--- src/rtl/div_sequencer.sv ---
// div_sequencer: drives a multi-cycle divider for div/divu in the execute stage.
// Optional `DIV_ZERO_BYPASS_EN: zero divisors complete without using the engine.
module div_sequencer #(
   parameter int unsigned TIMEOUT = 40
) (
   input  logic        clk,
   input  logic        rst,
   input  logic        div_req,
   input  logic        div_signed,
   input  logic [31:0] opa,
   input  logic [31:0] opb,
   input  logic        cancel,
   input  logic        pipe_hold,
   output logic        div_start,
   output logic        div_signed_o,
   output logic [31:0] div_opa,
   output logic [31:0] div_opb,
   output logic        div_annul,
   input  logic        div_ready,
   input  logic [63:0] div_result,
   output logic        stall_div,
   output logic [31:0] hi,
   output logic [31:0] lo,
   output logic        result_valid,
   output logic        div_error
);
   typedef enum logic [1:0] {IDLE, BUSY, DRAIN, DONE} state_t;

   localparam logic [5:0] TMO_LAST = 6'(TIMEOUT - 1);

   state_t     state;
   logic [5:0] cnt;
   logic       accept;

   assign accept = (state == IDLE) && div_req && !cancel;

   always_comb begin
      stall_div    = 1'b0;
      result_valid = 1'b0;
      case (state)
         IDLE, DRAIN: stall_div    = div_req;
         BUSY:        stall_div    = 1'b1;
         DONE:        result_valid = ~cancel;
         default:     ;
      endcase
   end

   always_ff @(posedge clk) begin
      if (rst) begin
         state        <= IDLE;
         cnt          <= '0;
         hi           <= '0;
         lo           <= '0;
         div_opa      <= '0;
         div_opb      <= '0;
         div_signed_o <= 1'b0;
         div_start    <= 1'b0;
         div_annul    <= 1'b0;
         div_error    <= 1'b0;
      end else begin
         div_start <= 1'b0;
         div_annul <= 1'b0;
         case (state)
            IDLE: begin
               if (accept) begin
                  div_opa      <= opa;
                  div_opb      <= opb;
                  div_signed_o <= div_signed;
                  cnt          <= '0;
`ifdef DIV_ZERO_BYPASS_EN
                  if (opb == '0) begin
                     hi    <= opa;
                     lo    <= '1;
                     state <= DONE;
                  end else begin
                     div_start <= 1'b1;
                     state     <= BUSY;
                  end
`else
                  div_start <= 1'b1;
                  state     <= BUSY;
`endif
               end
            end
            BUSY: begin
               cnt <= cnt + 6'd1;
               // cancel beats ready; a ready arriving on the last allowed cycle still completes
               if (cancel) begin
                  div_annul <= 1'b1;
                  state     <= div_ready ? IDLE : DRAIN;
               end else if (div_ready) begin
                  hi    <= div_result[63:32];
                  lo    <= div_result[31:0];
                  state <= DONE;
               end else if (cnt == TMO_LAST) begin
                  div_annul <= 1'b1;
                  div_error <= 1'b1;
                  state     <= IDLE;
               end
            end
            DRAIN: begin
               if (div_ready) state <= IDLE;
            end
            DONE: begin
               if (!(pipe_hold && !cancel)) state <= IDLE;
            end
            default: state <= IDLE;
         endcase
      end
   end
endmodule

--- config.mk ---
export PLATFORM = sky130hd
export DESIGN_NAME = div_sequencer
export DESIGN_NICKNAME = d
export VERILOG_FILES = /design/src/rtl/div_sequencer.sv
export SDC_FILE = /design/constraint.sdc
export NUM_CORES = 1
export LEC_CHECK = 0
export CORE_UTILIZATION = 40
export CTS_BUF_LIST = sky130_fd_sc_hd__clkbuf_4
export DETAILED_ROUTE_END_ITERATION = 8
export GPL_TIMING_DRIVEN = 0
export PLACE_DENSITY = 0.83
export SYNTH_ARGS = -nofsm -noshare
export SYNTH_HDL_FRONTEND = slang
export SYNTH_SLANG_ARGS = --single-unit
--- constraint.sdc ---
create_clock -name clk -period 1.8 [get_ports clk]
set_clock_uncertainty 0.05 [all_clocks]
set_input_delay 0.36 -clock clk [delete_from_list [all_inputs] [get_ports clk]]
set_output_delay 0.36 -clock clk [all_outputs]
set_load 0.03 [all_outputs]
======== Word level (Yosys, flattened, before mapping) ========
Cells that the tools add are included.
Widths: inputs -> output; s select.
word-level totals
  input port bits ......................... 135
  bits in registers ....................... 140
operators by class
  reductions and logical operators ........ 14
  bitwise gates (word level) .............. 4
  mux-type cells .......................... 16
  equality and inequality tests ........... 8
  $add $sub $neg .......................... 1
operators by type and width
  cell                 count
  $mux 2               7
  $pmux 6 s2           1
  $pmux 2 s4           1
  $reduce_and 4->1     2
  $add 6x1->6 const B  1
  $eq 6x6->1 const B   1
  $mux 6               1
  $ne 2x2->1 const B   3
  $reduce_or 2->1      3
  $mux 1               5
  $eq 2x2->1 const B   2
  $ne 4x4->1 const B   1
  $not 1->1            4
  $reduce_and 2->1     2
  $logic_and 1x1->1    3
  $reduce_and 3->1     1
  $eq 2x1->1 const B   1
  $logic_not 2->1      1
  $pmux 1 s2           1
  $reduce_bool 2->1    1
  $logic_not 1->1      1

======== Logic depth before layout (Yosys ltp) ========
Gate-level depths: netlist of the first run.
  depth after elaboration ................. 5
  gate-level depth with buffers ........... 7
  mapped depth without buffers ............ 5

======== Worst setup path before layout of the first run ========
OpenSTA, ideal clock, no wires.
  path type ............................... reg-to-reg
  start point ............................. register state[1]
  end point ............................... register div_opa[10]
  clock period less this slack ............ 1,529 ps
  stages on the path, launching flop included .. 7
  setup slack ............................. 271 ps
  setup time .............................. 132 ps
  data arrival time ....................... 1,347 ps
  path through ............................ dfxtp_1 -> or4b_1 -> buf_2 -> buf_6 -> buf_6 -> nand2_1 -> a21oi_1
between the ends
  longest elaborated chain between the ends .. 4
RTL lines
  element                         RTL line  source
  start, declared                 31        state_t state;
  start signal, assigned          90        state <= div_ready ? IDLE : DRAIN;
  $logic_not 2->1 *               35, 63
  $logic_and 1x1->1 (2 in a row)  35        assign accept = (state == IDLE) && div_req && !cancel;
  $reduce_and 2->1 (no line) *    n/a
  end signal, assigned            66        div_opa <= opa;
  end, declared                   16        output logic [31:0] div_opa,
Mark *: on every way between the ends. The rest lies on a longest branch, timed or not.
A chain may end at the register's enable or synchronous reset.

======== Worst setup path after layout of the first run ========
  start point ............................. register lo[23]
  end point ............................... output port lo[23]
RTL lines
  element                 RTL line  source
  start, declared         23        output logic [31:0] lo,
  start signal, assigned  93        lo <= div_result[31:0];
No word-level cell between the ends.

==> metrics list, run 1 <==
- Clock power share: 33.4%
- The slowest stage of the critical path belongs to the cell sky130_fd_sc_hd__dlygate4sd2_1.
- Number of synthesized flops with an enable pin: 0
- Row generation in the floorplan step produced 40 rows.
* Full die area: 12900 sq um
* Critical Path Stages: 1
- Root buffer selected by CTS: sky130_fd_sc_hd__clkbuf_4
* Critical Path Max Stage Delay: 0.42 ns
- Global-route total usage across every layer: 23.7%
- Mean instance size in the synthesized netlist: 7.93 sq um
- For this run, the detailed router's first-pass iteration total came to 5.
- For this run, the top clock speed supported by timing is 583 MHz.
- The first routing iteration left 282 violations.
- The routed layout has 5135 vias.
- Maximum net fanout on the critical path: 2
* Capture point of the worst reg-to-reg path: div_opa[12]$_SDFFE_PP0P_
* Post-detailed-placement cell area: 7870 sq um
- The synthesized netlist devotes 22.8% of its cell area to simple gates.
- Synthesized instance count: 629
* Count of max-cap constraint violations: 0
* Register-to-register setup slack: 0.10 ns
* Main combinational cell family by area after synthesis: simple AND/OR/NAND/NOR gates
* Net count of the mapped netlist: 767
* Crit share post-route: 95.4%
- 269 I/O pins were placed.
- Final critical-path required period: 1.72 ns
* Leakage power: 3.43 nW
- The via count of the first global-routing pass came to 4700.
- Clock transition at the registers of the reported paths: 0.11 ns
- Total congestion overflow: 0
- Num Clock Sinks: 140
- Latest clock arrival within the worst-skew pair: 0.54 ns
- Net switching component of the power: 0.00171 W
- Synth area leader: sky130_fd_sc_hd__dfxtp_1
- The worst hold path belongs to the class in -> reg.
- In this run, CTS created clock tree buffers numbering 17.
- Data on the critical path is required at its endpoint by 1.39 ns.
- Post-synth cell types: 29
- The worst setup path is captured at a primary output.
* Remaining design rule violation count: 0
- The number of antenna violations at the first check in global routing was 0.
- Overall die height: 114 um
- From synthesis to final layout, the design area changed by 61.9%.
- Dominant synthesized flop cell: sky130_fd_sc_hd__dfxtp_1
- Clock Tree Buf Depth: 2
- Cell with the most instances after synthesis: sky130_fd_sc_hd__nand2_1
- The worst setup path is launched from a flip-flop.
- Max transition margin: 59.8%
* Start point of the critical path: lo[23]$_SDFFE_PP0P_
- In this run the cell area of the synthesized design comes to 4990 sq um.
* CP endpoint: lo[23]
* Dominant cells by area after synthesis: sky130_fd_sc_hd__dfxtp_1, sky130_fd_sc_hd__nand2_1, sky130_fd_sc_hd__a21oi_1, sky130_fd_sc_hd__buf_2, sky130_fd_sc_hd__clkbuf_1
- Post-synthesis share of cell area spent on xor and xnor gates: 0%
- Post-synthesis mux area share: 0.226%
- The first global-routing pass estimated 23300 um of wire.
* Hold Fails Final Rpt: 0
- Final-report setup violation count: 0
- The number of cells on the worst reg-to-reg path is 6.
- Run status: complete, no violations
* Ordered list of cells on the worst path: dlygate4sd2_1
* Total wirelength of the detailed-routed design: 15300 um
- Setup repair after global routing missed its margin: no
- The tightest hold path in the finished design has a slack of 0.293 ns.
- Util after Layout: 66.9%
- In this run the horizontal extent of the chip is 114 um.
- The critical path is of the reg -> out type.
- In this run switching power makes up 26.1% of total power.
- Worst vdd rail ir drop: 0.600 mV
- Final antenna-violating net count: 0
- Before CTS, the worst setup slack after placement is -0.495 ns.
* Synth top cells by count: sky130_fd_sc_hd__nand2_1, sky130_fd_sc_hd__dfxtp_1, sky130_fd_sc_hd__a21oi_1, sky130_fd_sc_hd__buf_2, sky130_fd_sc_hd__clkbuf_1
- Fillcell total: 1068
* Pin count of the biggest net entering global routing: 17
- Summing the areas of all compound-gate instances in the mapped netlist gives 15.0% of the synthesized area.
- The initial utilization of the core area, before any placement, comes to 41.4%.
- Placer congestion estimate: 0.813
- The post-route netlist has 7.22% of its cells at a drive strength greater than 1.
- During placement, the flow inserted port buffers numbering 267.
- Proportion of synthesized flip-flops having asynchronous set or reset: 0%
* Overall power of the completed layout: 0.00653 W
- Crit path setup slack, layout: 0.0835 ns
- In this run the critical register-to-register path is launched from state[1]$_SDFFE_PP0P_.
- Power spread over the standard cell area amounts to 809 nW/um^2.
- Counting flops and latches in the post-synthesis netlist gives 140.
- Final instance area: 8070 sq um
* CTS H-tree lvls: 4
- Seq pwr share: 50.1%
- DR vias/cell: 4.69
* Diodes inserted: 0
* Final-stage net count: 1054
- Internal power comes to 0.00482 W.
- STA puts the critical path data arrival time at 1.31 ns.
- Dominant delay contributor by cell family on the critical path: buffers and inverters
- At the pin with the least slew margin, the transition time is 0.603 ns.
- Sequential elements use 56.2% of the synthesized area.
* Placeable core region: 12100 sq um
* Adder-cell share of the synthesized area: 0.752%
- Half-perimeter wire length after placement: 11500 um
- CTS tree: yes
* Combinational cell fraction of total power: 16.5%
- WP buf/inv: 1
- Yosys Warn Count: 0
- Slew Limit Fails: 0
- Routed len/inst: 14.0 um
- After synthesis, the largest area contributor takes up 56.2% of total cell area.
-- layout by cell type (no fill, tap or decap), drive strengths merged, types with 2 or more instances in the layout --
cell type / n
nor2: 10
ha: 3
buf: 31
o21ai: 3
nor2b: 2
clkbuf: 38
bufinv: 4
dlygate4sd2: 113
nand3: 3
nor3: 4
nand2b: 3
clkdlybuf4s15: 20
nand2: 264
a31oi: 2
inv: 2
clkdlybuf4s50: 132
dfxtp: 140
clkinv: 7
a21oi: 134
-- kinds of logic (layout without fill, tap and decap cells) --
| kind of cell | Yosys count | in the layout |
|---|---|---|
| and+or+nand+nor | 292 | 292 |
| AOI/OAI and AO/OA | 145 | 145 |
| DFF | 140 | 140 |
| buffers and inverters | 48 | 347 |
| adders and majority gates | 3 | 3 |
| muxes | 1 | 1 |
-- routing by layer --
layer / vias to the layer above / global-route usage [%] / part of all wire [%]
met3: 18 / 10.3 / 9.5
met1: 2324 / 25.3 / 39
met5: - / 0 / 0
li1: 2614 / - / -
met4: 0 / 7.89 / 1.6
met2: 179 / 41.7 / 50
-- stage by stage --
step / setup TNS (ns) / cells
after global placement: -44.11 / 1064
final: 0 / 1096
after CTS: 0 / 1094
after global routing: 0 / 1096
after detailed placement: -47.41 / 1064
after floorplan: 0 / 629
-- registers in the layout, summed over array words and instances (netlist names) --
| register | cells |
|---|---|
| div_error | 1 |
| lo | 32 |
| state | 2 |
| div_start | 1 |
| div_annul | 1 |
| div_opb | 32 |
| div_signed_o | 1 |
| hi | 32 |
| div_opa | 32 |
| cnt | 6 |
-- final cells by class --
class	instances	area (sq um)	share of cell area [%]
well taps	168	210	2.60
plain buffers	45	245	3.04
repair buffers	269	2550	31.5
inverters	2	7.51	0.0930
clock inverters	11	150	1.86
clock buffers	20	150	1.86
multi-input cells	441	1950	24.2
flip-flops and latches	140	2810	34.8
-- power by group through the flow --
stage	clock network [W]	registers, W	logic, W
floorplan	0	0.00356	0.000303
global placement	0	0.00334	0.00113
detailed placement	0	0.00335	0.00113
CTS	0.00224	0.00327	0.00107
global route	0.00237	0.00329	0.00116
finish	0.00218	0.00327	0.00108
-- worst min-delay path by stage --
stage | startpoint | to | slack [ns] | cells after the start
2_1_floorplan | cnt[3]$_SDFFE_PP0P_ | cnt[3]$_SDFFE_PP0P_ | 0.42 | 2
5_1_grt | div_result[1] | lo[1]$_SDFFE_PP0P_ | 0.26 | 3
4_1_cts | cancel | div_annul$_SDFF_PP0_ | 0.23 | 3
3_3_place_gp | div_opb[7]$_SDFFE_PP0P_ | div_opb[7]$_SDFFE_PP0P_ | 0.39 | 2
3_5_place_dp | lo[21]$_SDFFE_PP0P_ | lo[21]$_SDFFE_PP0P_ | 0.40 | 2
6_report | cancel | div_annul$_SDFF_PP0_ | 0.29 | 3
-- what timing repair did --
item,CTS,global route
hold endpoints to repair,0,0
gates resized for setup,154,26
buffers inserted,0,2
hold buffers,0,0
setup endpoints to repair,134,59
Power figures use the tool's default switching activity.
==> run 2: changes to the inputs <==
--- a/config.mk
+++ b/config.mk
@@ -10,6 +10,7 @@
 export DETAILED_ROUTE_END_ITERATION = 8
 export GPL_TIMING_DRIVEN = 0
 export PLACE_DENSITY = 0.83
+export SLEW_MARGIN = 20
 export SYNTH_ARGS = -nofsm -noshare
 export SYNTH_HDL_FRONTEND = slang
 export SYNTH_SLANG_ARGS = --single-unit
==> results of run 2 <==
No change in the layout: final DEF, timing and power equal those of run 1.
==> run 3: changes to the inputs <==
--- a/config.mk
+++ b/config.mk
@@ -10,6 +10,8 @@
 export DETAILED_ROUTE_END_ITERATION = 8
 export GPL_TIMING_DRIVEN = 0
 export PLACE_DENSITY = 0.83
+export RECOVER_POWER = 25
+export SETUP_SLACK_MARGIN = 0.15
 export SLEW_MARGIN = 20
 export SYNTH_ARGS = -nofsm -noshare
 export SYNTH_HDL_FRONTEND = slang
==> metrics list, run 3 (synthesis gave the netlist of run 1 again) <==
- PD cells: 845 nW/um^2 (+4.5%)
- The slew at the pin with the worst max-slew slack came to 0.618 ns (+0.0153 ns).
- The total die area was 12900 sq um (unchanged).
- The total chip power is 0.00660 W (+1.1%).
- Root buffer selected by CTS: sky130_fd_sc_hd__clkbuf_4
- Fraction of layout instances using a drive strength above 1: 19.3% (+12 points)
* Startpoint kind of the worst setup timing path: flip-flop
- CTS H-tree lvls: 4 (unchanged)
- Leading cell type in the layout, fill and taps excluded: sky130_fd_sc_hd__nand2_1
- The total via count in the routed design was 5216 (+1.6%).
* Sum Neg Setup Slack: -0.0256 ns (-0.0256 ns)
- Area Growth Syn to Fin: 56.6%
- Area of the multi-input gates: 2000 sq um (+2.2%)
- Hold Fails Final Rpt: 0 (unchanged)
- The leakage power came to 3.09 nW (-9.9%).
- The data arrival time of the worst path is 2.19 ns (+0.88 ns).
* Worst vdd rail ir drop: 0.606 mV (+0.95%)
- The remaining antenna violation count is 0 (unchanged).
* Effective utilization at floorplan: 41.4% (unchanged)
- The width of the die is 114 um (unchanged).
- Final critical-path required period: 1.81 ns (+0.0975 ns)
* Number of global-route vias before repair: 4850 (+3.2%)
- Setup repair after global routing missed its margin: yes
- The number of antenna violations at the first check in global routing was 0 (unchanged).
* Final worst hold slack: 0.290 ns (-0.00282 ns)
- The diode insertion count for antenna repair is 0 (unchanged).
- Placer congestion estimate: 0.813 (unchanged)
- The post-route worst setup slack is -0.0140 ns (-0.0975 ns).
* Util after Layout: 64.8% (-2.2 points)
- The total CTS buffers came to 17 (unchanged).
* Slew Limit Fails: 0 (unchanged)
- Wire length of the first global-routing pass: 23900 um (+2.7%)
- The critical path is of the reg -> reg type.
* Count of max-cap constraint violations: 0 (unchanged)
* Half-perimeter wire length after placement: 11500 um (unchanged)
- Num Clock Sinks: 140 (unchanged)
- The number of fillers in the final layout is 1089 (+2.0%).
- Number of top-level design ports: 269 (unchanged)
- Iteration count of the initial detailed-routing pass: 5 (unchanged)
* Data required time at the worst endpoint: 2.18 ns (+0.79 ns)
- Routed len/inst: 14.6 um (+4.2%)
- Clock transition at the registers of the reported paths: 0.12 ns (about the same)
- The net count reported at finish is 1066 (+1.1%).
* Final-report setup violation count: 3 (+3)
- Total wirelength of the detailed-routed design: 16200 um (+5.3%)
- Global-route total usage across every layer: 24.5% (+0.77 points)
* DR vias/cell: 4.71 (+0.48%)
- Clock Tree Buf Depth: 2 (unchanged)
- CTS tree: yes
- Final instance area: 7810 sq um (-3.2%)
- Hold/Removal Path Class: in -> reg
- The fmax was 551 MHz (-5.4%).
- Max transition margin: 58.8% (-1.0 points)
- Number of rows created at floorplan: 40 (unchanged)
- Leaving out fill and tap cells, the most frequent cells in the layout are sky130_fd_sc_hd__nand2_1, sky130_fd_sc_hd__dfxtp_1, sky130_fd_sc_hd__a21oi_1, sky130_fd_sc_hd__clkdlybuf4s50_1, sky130_fd_sc_hd__buf_2.
- The DRC violations left was 0 (unchanged).
- STA classifies the critical path endpoint as a flip-flop.
* Run status: complete, but fails checks
* Total congestion overflow: 0 (unchanged)
* Overall die height: 114 um (unchanged)
* Count of routing violations after the opening detailed-route iteration: 280 (-0.71%)
- Maximum net fanout on the critical path: 7 (+5)
- The fraction of the cycle the final worst path needs was 101% (+5.4 points).
* Area of all sequential standard cells: 2810 sq um (unchanged)
- Latest clock arrival within the worst-skew pair: 0.55 ns (about the same)
* Pin count of the biggest net entering global routing: 17 (unchanged)
* Post-detailed-placement cell area: 7870 sq um (unchanged)
* Placeable core region: 12100 sq um (unchanged)
- The number of buffers added on ports is 267 (unchanged).
- The checks that failed: negative setup slack.
## run 3: cell types whose count changed in the layout (fill, tap and decap cells not counted), sizes merged
cell / change
dlygate4sd2: -112
buf: +89
clkbuf: +48
clkdlybuf4s15: -14
clkdlybuf4s18: +1
## run 3: layout make-up
type	count	share of cell area [%]
buffer	46	4.60
clock inverter	11	1.92
multi-input combinational	441	25.6
timing repair buffer	280	27.2
clock buffer	20	1.92
tap	168	2.69
sequential	140	36.0
inverter	2	0.0961
## run 3: through the flow
stage                     std cells  setup slack [ns]
after detailed placement       1064            -0.495
after CTS                      1101           -0.0105
after floorplan                 629             0.271
after global routing           1108           -0.0395
final                          1108           -0.0140
after global placement         1064            -0.439
## run 3: path summary, 6_finish.rpt
path / startpoint / end / slack [ns] / depth (start not counted)
max: state[1]$_SDFFE_PP0P_ / div_opb[15]$_SDFFE_PP0P_ / -0.01 / 7
min: cancel / div_annul$_SDFF_PP0_ / 0.29 / 3
max reg2reg: state[1]$_SDFFE_PP0P_ / div_opb[15]$_SDFFE_PP0P_ / -0.01 / 7
min reg2reg: div_opa[15]$_SDFFE_PP0P_ / div_opa[15]$_SDFFE_PP0P_ / 0.41 / 2
## run 3: power breakdown
part | leakage (nW) | switching (W) | internal [W]
Sequential | 1.14 | 0.0000640 | 0.00321
Combinational | 1.79 | 0.000607 | 0.000523
Clock | 0.167 | 0.00108 | 0.00112
## run 3: repair_timing
action | CTS | global route
pin swaps | 2 | 1
hold buffers | 0 | 0
endpoints found under the setup margin | 215 | 201
setup buffers | 6 | 5
cloned | 0 | 2
gates resized for setup | 557 | 171
## run 3: worst max-delay path, stage by stage, from the launching register on
cell                        delay, ns
sky130_fd_sc_hd__dfxtp_4         0.38
sky130_fd_sc_hd__buf_4           0.15
sky130_fd_sc_hd__or4b_4          0.52
sky130_fd_sc_hd__buf_8           0.16
sky130_fd_sc_hd__buf_4           0.14
sky130_fd_sc_hd__clkbuf_16       0.14
sky130_fd_sc_hd__nand2_1         0.08
sky130_fd_sc_hd__a21oi_1         0.07
## run 3: per-layer routing
metal / global-route usage (%) / part of all wire, % / wire, um
met1: 25.4 / 38 / 6170
met5: 0 / 0 / 0
met2: 43.3 / 50 / 8090
met4: 9.30 / 1.9 / 303
met3: 10.8 / 9.9 / 1600
